==> config.mk <==
export PLATFORM = sky130hd
export DESIGN_NAME = pll_loop_filter
export DESIGN_NICKNAME = d
export VERILOG_FILES = /design/src/rtl/pll_loop_filter.sv
export SDC_FILE = /design/constraint.sdc
export NUM_CORES = 1
export LEC_CHECK = 0
export CAP_MARGIN = 20
export CORE_UTILIZATION = 34
export DETAILED_ROUTE_END_ITERATION = 12
export MAX_ROUTING_LAYER = met4
export PLACE_DENSITY = 0.51
export SYNTH_ARGS = -nofsm -noshare
export SYNTH_HDL_FRONTEND = slang
export SYNTH_SLANG_ARGS = --single-unit
==> constraint.sdc <==
create_clock -name refclk -period 6.1 [get_ports refclk]
set_input_delay 1.83 -clock refclk [delete_from_list [all_inputs] [get_ports refclk]]
set_output_delay 1.83 -clock refclk [all_outputs]
set_load 0.01 [all_outputs]
==> src/rtl/pll_loop_filter.sv <==
// Digital PI loop filter and lock controller for the ring-oscillator PLL.
// Runs in the reference clock domain: one error sample in, one DCO code out.
// Gear-shifted ACQ/TRACK gains, a HOLD state driven by brake, and a lock flag.
module pll_loop_filter #(
    parameter int unsigned ERR_W     = 8,
    parameter int unsigned CODE_W    = 10,
    parameter int unsigned FRAC      = 8,
    parameter int unsigned CODE_INIT = 512,
    parameter int unsigned KP_ACQ_SH = 1,
    parameter int unsigned KI_ACQ_SH = 3,
    parameter int unsigned KP_TRK_SH = 3,
    parameter int unsigned KI_TRK_SH = 6,
    parameter int unsigned LOCK_TOL  = 2,
    parameter int unsigned LOCK_CNT  = 16
) (
    input  logic              refclk,
    input  logic              resetn,
    input  logic              brake,
    input  logic              err_valid,
    input  logic [ERR_W-1:0]  err,
    output logic [CODE_W-1:0] dco_code,
    output logic              code_sat,
    output logic              lock
);

    // Accumulator width and signed math width (two guard bits over the widest operand).
    localparam int unsigned AW = CODE_W + FRAC;
    localparam int unsigned MW = ((CODE_W > ERR_W) ? CODE_W : ERR_W) + FRAC + 2;
    localparam int unsigned CW = $clog2(LOCK_CNT + 1);

    typedef enum logic [1:0] {StAcq, StTrack, StHold} state_e;

    state_e            state_q;
    logic [AW-1:0]     acc_q;
    logic [CW-1:0]     cnt_q;

    logic [ERR_W:0]    err_sx;
    logic [ERR_W:0]    err_abs;
    logic [31:0]       err_mag;
    logic              in_tol;
    logic              out_trk;
    logic [CW-1:0]     cnt_inc;

    logic signed [MW-1:0] err_w;
    logic signed [MW-1:0] i_term;
    logic signed [MW-1:0] p_term;
    logic signed [MW-1:0] acc_sum;
    logic signed [MW-1:0] out_sum;
    logic signed [MW-1:0] out_sh;
    logic [AW-1:0]        acc_n;
    logic [CODE_W-1:0]    code_n;
    logic                 acc_clamp;
    logic                 code_clamp;

    // Error magnitude and lock-window classification; -2^(ERR_W-1) maps to +2^(ERR_W-1).
    always_comb begin
        err_sx  = {err[ERR_W-1], err};
        err_abs = err[ERR_W-1] ? (~err_sx + 1'b1) : err_sx;
        err_mag = 32'(err_abs);
        in_tol  = (err_mag <= LOCK_TOL);
        out_trk = (err_mag > 4 * LOCK_TOL);
        cnt_inc = (cnt_q == CW'(LOCK_CNT)) ? cnt_q : cnt_q + CW'(1);
    end

    // PI datapath: gains selected by the current state, both clamps evaluated here.
    always_comb begin
        err_w = MW'(signed'(err));
        if (state_q == StTrack) begin
            i_term = err_w <<< (FRAC - KI_TRK_SH);
            p_term = err_w <<< (FRAC - KP_TRK_SH);
        end else begin
            i_term = err_w <<< (FRAC - KI_ACQ_SH);
            p_term = err_w <<< (FRAC - KP_ACQ_SH);
        end

        acc_sum   = signed'(MW'(acc_q)) + i_term;
        acc_clamp = 1'b0;
        if (acc_sum[MW-1]) begin
            acc_n     = '0;
            acc_clamp = 1'b1;
        end else if (acc_sum[MW-2:AW] != '0) begin
            acc_n     = '1;
            acc_clamp = 1'b1;
        end else begin
            acc_n = acc_sum[AW-1:0];
        end

        // Arithmetic shift floors toward minus infinity, matching the code quantiser.
        out_sum    = signed'(MW'(acc_n)) + p_term;
        out_sh     = out_sum >>> FRAC;
        code_clamp = 1'b0;
        if (out_sh[MW-1]) begin
            code_n     = '0;
            code_clamp = 1'b1;
        end else if (out_sh[MW-2:CODE_W] != '0) begin
            code_n     = '1;
            code_clamp = 1'b1;
        end else begin
            code_n = out_sh[CODE_W-1:0];
        end
    end

    // Loop state, lock counter and registered outputs; brake overrides everything.
    always_ff @(posedge refclk or negedge resetn) begin
        if (!resetn) begin
            state_q  <= StAcq;
            acc_q    <= {CODE_W'(CODE_INIT), {FRAC{1'b0}}};
            dco_code <= CODE_W'(CODE_INIT);
            code_sat <= 1'b0;
            lock     <= 1'b0;
            cnt_q    <= '0;
        end else if (brake) begin
            state_q <= StHold;
            lock    <= 1'b0;
            cnt_q   <= '0;
        end else begin
            unique case (state_q)
                StHold: begin
                    state_q <= StAcq;
                end
                StAcq: begin
                    if (err_valid) begin
                        acc_q    <= acc_n;
                        dco_code <= code_n;
                        code_sat <= acc_clamp | code_clamp;
                        if (in_tol) begin
                            cnt_q <= cnt_inc;
                            if (cnt_inc == CW'(LOCK_CNT)) begin
                                state_q <= StTrack;
                                lock    <= 1'b1;
                            end
                        end else begin
                            cnt_q <= '0;
                        end
                    end
                end
                StTrack: begin
                    if (err_valid) begin
                        acc_q    <= acc_n;
                        dco_code <= code_n;
                        code_sat <= acc_clamp | code_clamp;
                        if (out_trk) begin
                            state_q <= StAcq;
                            lock    <= 1'b0;
                            cnt_q   <= '0;
                        end else if (!in_tol) begin
                            cnt_q <= '0;
                        end
                    end
                end
                default: begin
                    state_q <= StAcq;
                end
            endcase
        end
    end

endmodule

Word level (Yosys, flattened, before mapping)
Cells that the tools add are included.
- word-level logic and storage cells: 65
- output and inout bits: 12
- bits of input ports: 12
- register bits: 37
- muxes and demuxes: 33
- bitwise gates (word level): 3
- equal/unequal tests: 9
- reductions and logical operators: 8
- add/subtract/negate cells: 4
- magnitude comparators: 2
- operators by type and width (cell ; count):
    2-to-1 mux 18 bit ; 2
    2-to-1 mux 5 bit ; 7
    adder 19 x 13 -> 20 bit ; 1
    adder 19 x 15 -> 20 bit ; 1
    2-to-1 mux 10 bit ; 2
    != test 3 bit (second input constant) ; 5
    2-to-1 mux 14 bit ; 1
    2-to-1 mux 12 bit ; 1
    2-to-1 mux 2 bit ; 6
    equality test 5 bit (second input constant) ; 2
    2-to-1 mux 1 bit ; 10
    one-hot mux 5 bit (2 select lines) ; 1
    adder 9 x 1 -> 9 bit (second input constant) ; 1
    greater-than comparator 9 x 4 -> 1 bit (second input constant) ; 1
    <= comparator 9 x 2 -> 1 bit (second input constant) ; 1
    2-to-1 mux 9 bit ; 1
    NOT 9 bit ; 1
    nonzero test 9 bit ; 1
    AND reduction 6 bit ; 1
    adder 5 x 1 -> 5 bit (second input constant) ; 1
    AND reduction 5 bit ; 1
    != test 4 bit (second input constant) ; 1
    one-hot mux 2 bit (2 select lines) ; 1
    AND reduction 4 bit ; 1
    other kinds (8) ; 8

Depth between registers and ports, before layout
- depth after elaboration: 10
- mapped depth: 28
- gate-level depth less buffers: 27

Worst setup path after synthesis
No wires, ideal clock.
- path kind: input-to-reg
- start: in err[7]
- end: reg dco_code[0]
- arrival: 6803 ps
- library setup time: 120 ps
- data required time: 5980 ps
- path slack: -823 ps
- stages on the path: 27
- path buffers: 4
- cells stage by stage: clkbuf_1 clkbuf_1 nand2_1 o21ai_0 ha_1 and4_4 and3_4 a2111oi_4 a21oi_1 xor2_1 clkbuf_1 clkbuf_1 nor2_1 nor2_1 ha_1 a21o_1 a21o_1 a21oi_1 o211ai_1 a21oi_1 nor3_1 a21oi_1 nand3b_4 a21oi_2 a21oi_1 or2_1 a31o_1
- cells in the longest elaborated chain, start to end: 8
- elaborated cells on any way between the ends: 9
- those cells by class: 2 x add/sub; 6 x mux; 1 x reduce/logical
- ends and longest elaborated chain (element ; line ; text):
    start: declaration ; 20 ; input logic [ERR_W-1:0] err,
    2-to-1 mux 12 bit ; 68 ; if (state_q == StTrack) begin
    adder 19 x 13 -> 20 bit * ; 76 ; acc_sum = signed'(MW'(acc_q)) + i_term;
    2-to-1 mux 18 bit ; 81 ; end else if (acc_sum[MW-2:AW] != '0) begin
    2-to-1 mux 18 bit * ; 78 ; if (acc_sum[MW-1]) begin
    via acc_n[10] ; 50 ; logic [AW-1:0] acc_n;
    adder 19 x 15 -> 20 bit * ; 89 ; out_sum = signed'(MW'(acc_n)) + p_term;
    nonzero test 9 bit ; 95 ; end else if (out_sh[MW-2:CODE_W] != '0) begin
    2-to-1 mux 10 bit ; 95 ;
    2-to-1 mux 10 bit * ; 92 ; if (out_sh[MW-1]) begin
    end signal: assignment ; 108 ; dco_code <= CODE_W'(CODE_INIT);
    end signal: assignment ; 124 ; dco_code <= code_n;
    end signal: assignment ; 140 ; dco_code <= code_n;
    end: declaration ; 21 ; output logic [CODE_W-1:0] dco_code,
Mark *: on every way through the listed nets, which the timed path passes. The rest lies on a longest branch.
A chain may end at the register's enable or synchronous reset.

Worst setup path after layout
- start: in err[7]
- end: reg dco_code[8]
The elaborated chain is that of the path after synthesis.

==> summary.md <==
| Metric | Value |
|---|---|
| Final Power | about 0.0024 W |
| Worst skew pair latency | 0.30 ns |
| Clk_skew | between 0.01 and 0.015 ns |
| Worst Reg-to-Reg Cells | 27 |
| Clock sink count | 35 |
| CP max FO | 8 |
| Endpoint class of the critical path | flip-flop |
| FF+latch count, synth | 35 |
| I/O pins | 24 |
| CTS Buf Count | 5 |
| Synth-to-Final Area Change | 46.2% |
| Post-DP HPWL | ~8600 um |
| H-tree Lvls | 2 |
| Drt total wl | between 10000 and 15000 um |
| CP startpoint | err[7] |
| Netlist cell types | 66 |
| Async S/R FF share, synth | 1.00 |
| Final ANT Viol Nets | 0 |
| CTS Hold Bufs | 0 |
| Vias in the first global route | between 3000 and 4000 |
| CTS tree | done |
| Yosys warning count | 0 |
| Power per Cell Area | approximately 470 mW/mm^2 |
| First-pass GRT wire length | 18300 um |
| CP arrival | 6.13 ns |
| Static Leak | approximately 2.4 nW |
| GPL Wtd Cong | around 0.86 |
| Hold Fails Final Rpt | 0 |
| Final min period | about 5.9 ns |
| Crit path capture | dco_code[8] |
| CP Launch Type | input pin |
| Net count reported at finish | 642 |
| Area leader, netlist | dfrtp_1 |
| Sequential area share after synthesis | 0.245 |
| Largest net degree at the start of global routing | 36 |
| CTS clk-pin slew, worst paths | about 0.08 ns |
| Worst R2R End | dco_code[8] |
| Initial antenna violation count | 0 |
| Period utilisation layout | 0.968 |
| Status | finished clean |
| Fill cells | just over 1000 |
| WS Path Type | in2reg |
| Ant. Diodes | 0 |
| Main flop type after synthesis | dfrtp_1 |
| Beginning of the worst hold path | dco_code[9] |
| Post-synth EDFFs | 0 |
| Post-Syn Area | roughly 0.0036 mm^2 |
| Design area | about 0.0052 mm^2 |
| Setup violations, final | 0 |
| Reg area | between 800 and 900 um^2 |
| Setup slack, reg-to-reg | between 1 and 1.5 ns |
| Reg-to-reg startpoint | state_q[1] |
| Tot GR Track Use | 0.213 |
| Syn Nets | about 500 |
| Via density | a little over 5 |
| DR iter-0 viols | ~190 |
| DRC Markers | 0 |
| CTS Root Cell | clkbuf_8 |
| GRT overflow | 0 |
| Multi-input gate area | 0.00287 mm^2 |
| Slew HR | 0.408 |
| Core footprint | between 0.01 and 0.015 mm^2 |
| Slew @ Worst Pin | approximately 0.9 ns |
| Vias | approximately 3800 |
| Highest clock rate | around 170 MHz |
| IO Port Bufs | 23 |
| Synth top area cells | dfrtp_1, ha_1, nand2_1, o21ai_0, nor2_1 |
| Hold crit path type | reg2reg |
| Max_cap viols | 0 |
| Pins over their slew limit | 0 |
| VDD IR-drop max | ~0.00029 V |
| Critical Path RT | between 6 and 7 ns |
| Clock Tree Buf Depth | 2 |
| Chip width | 105 um |
| Area of the die | roughly 0.011 mm^2 |
| Share of post-route cells with drive strength above 1 | 0.361 |
| Initial Utilization | 0.348 |
| Die height | 105 um |
| Wire length per cell | 14.9 um |
| Avg Inst Size Synth | slightly below 8 um^2 |
| First drt pass iteration count | 4 |
| Post-synth top area share | 0.231 |
| Cell Area, Placed | slightly below 0.005 mm^2 |
| Post-Synthesis Cells | approximately 460 |
| Row cnt | 37 |
per-stage QoR:
step           cells  TNS (ns)  utilization  worst slack (ns)  hold slack [ns]
2_1_floorplan    458    -0.723            -            -0.133            0.454
4_1_cts          732         0        0.499            0.0577            0.474
5_1_grt          734    -0.161        0.509           -0.0408            0.491
3_5_place_dp     718     -6.47        0.471            -0.603            0.464
6_report         734         0        0.509             0.192            0.467
3_3_place_gp     718     -6.29        0.471            -0.586            0.455
report_power, final:
group	leakage (nW)	switching, W	total, W	internal (W)
Sequential	0.444	0.0000748	0.000394	0.000320
Combinational	1.87	0.000865	0.00187	0.00101
Clock	0.0422	0.0000930	0.000173	0.0000804
Total	2.36	0.00103	0.00244	0.00141
worst min path at each step:
stage                        to  cells past startpoint
global placement    dco_code[9]                      2
global route        dco_code[9]                      2
CTS                 dco_code[9]                      2
finish              dco_code[9]                      2
floorplan             acc_q[12]                      2
detailed placement  dco_code[9]                      2
placed cells by master, fill, tap and decap left out, types with 11 or more instances in the layout:
| cell | instances |
|---|---|
| o21ai_0 | 32 |
| o21ai_1 | 13 |
| ha_4 | 11 |
| clkdlybuf4s50_1 | 14 |
| nand2_1 | 49 |
| a21oi_2 | 11 |
| nor2_1 | 44 |
| xnor2_1 | 17 |
| a21oi_1 | 25 |
| inv_1 | 15 |
| ha_1 | 19 |
| dfrtp_1 | 33 |
| buf_4 | 125 |
| nand3_1 | 11 |
cell type report:
| cell class | count | share of cell area |
|---|---|---|
| Inverter | 18 | 0.0129 |
| Sequential cell | 35 | 0.168 |
| Clock inverter | 1 | 0.000956 |
| Clock buffer | 7 | 0.0146 |
| Timing Repair Buffer | 149 | 0.222 |
| Multi-Input combinational cell | 388 | 0.549 |
| Tap cell | 136 | 0.0325 |
kinds of logic after synthesis:
| logic type | Yosys count | share of synthesized area |
|---|---|---|
| AOI/OAI and AO/OA | 140 | 0.260 |
| xor gates and xnor gates | 24 | 0.0587 |
| adders and majority gates | 33 | 0.115 |
| buffers and inverters | 35 | 0.0370 |
| DFF | 35 | 0.245 |
| muxes | 12 | 0.0367 |
| and+or+nand+nor | 179 | 0.247 |
flip-flops by register name, summed over array words and instances, names as in the netlist:
| signal | cells |
|---|---|
| code_sat | 1 |
| lock | 1 |
| state_q | 2 |
| cnt_q | 5 |
| dco_code | 10 |
| acc_q | 16 |
cells in the mapped netlist, types with 3 or more instances:
master and n:
or3_1 6, nand2_1 58, xnor2_1 17, o21a_1 7
clkbuf_1 16, a31oi_1 5, nand3_1 12, nor2_1 47
and2_1 5, o21ai_1 11, ha_1 33, a21oi_2 3
a22oi_1 3, a21boi_0 3, dfrtp_1 33, mux2_2 9
a21oi_1 33, o22ai_1 3, mux2i_1 3, o21ai_0 36
nand2b_1 10, nor3_1 12, o21bai_1 3, nor3b_1 4
inv_1 17, nor2b_1 7, a21o_1 6, and3_1 4
xor2_1 7
worst max-delay path, cell delays in order:
cell and delay, ns:
dlygate4sd2_1 0.25, buf_6 0.13, buf_4 0.15, ha_1 0.32, and3_4 0.19, and3_4 0.19, a2111oi_4 0.33, a21oi_2 0.13
xor2_2 0.18, buf_4 0.17, nor2_1 0.12, nor2_2 0.06, ha_2 0.19, a21o_1 0.18, a21o_1 0.16, a21oi_2 0.16
o211ai_1 0.11, a21oi_2 0.16, buf_4 0.13, nor2_1 0.04, o21ai_2 0.07, nand3b_4 0.14, a211o_4 0.37, inv_2 0.07
o21ai_4 0.08, o21ai_1 0.19
repair_timing:
item | 4_1_cts | 5_1_grt
hold endpoints to repair | 0 | 0
resized for setup | 43 | 16
setup buffers | 6 | 2
pin swaps | 24 | 11
setup endpoints to repair | 11 | 11
metal layers:
metal	routed length [um]	track usage	vias up	share of wire
met2	5340	0.364	71	0.49
met4	84	0.0433	0	0.0077
met3	428	0.0281	8	0.039
met1	5080	0.270	1778	0.46
li1	-	-	1913	-
met5	0	-	-	0
(Power assumes the default switching activity.)
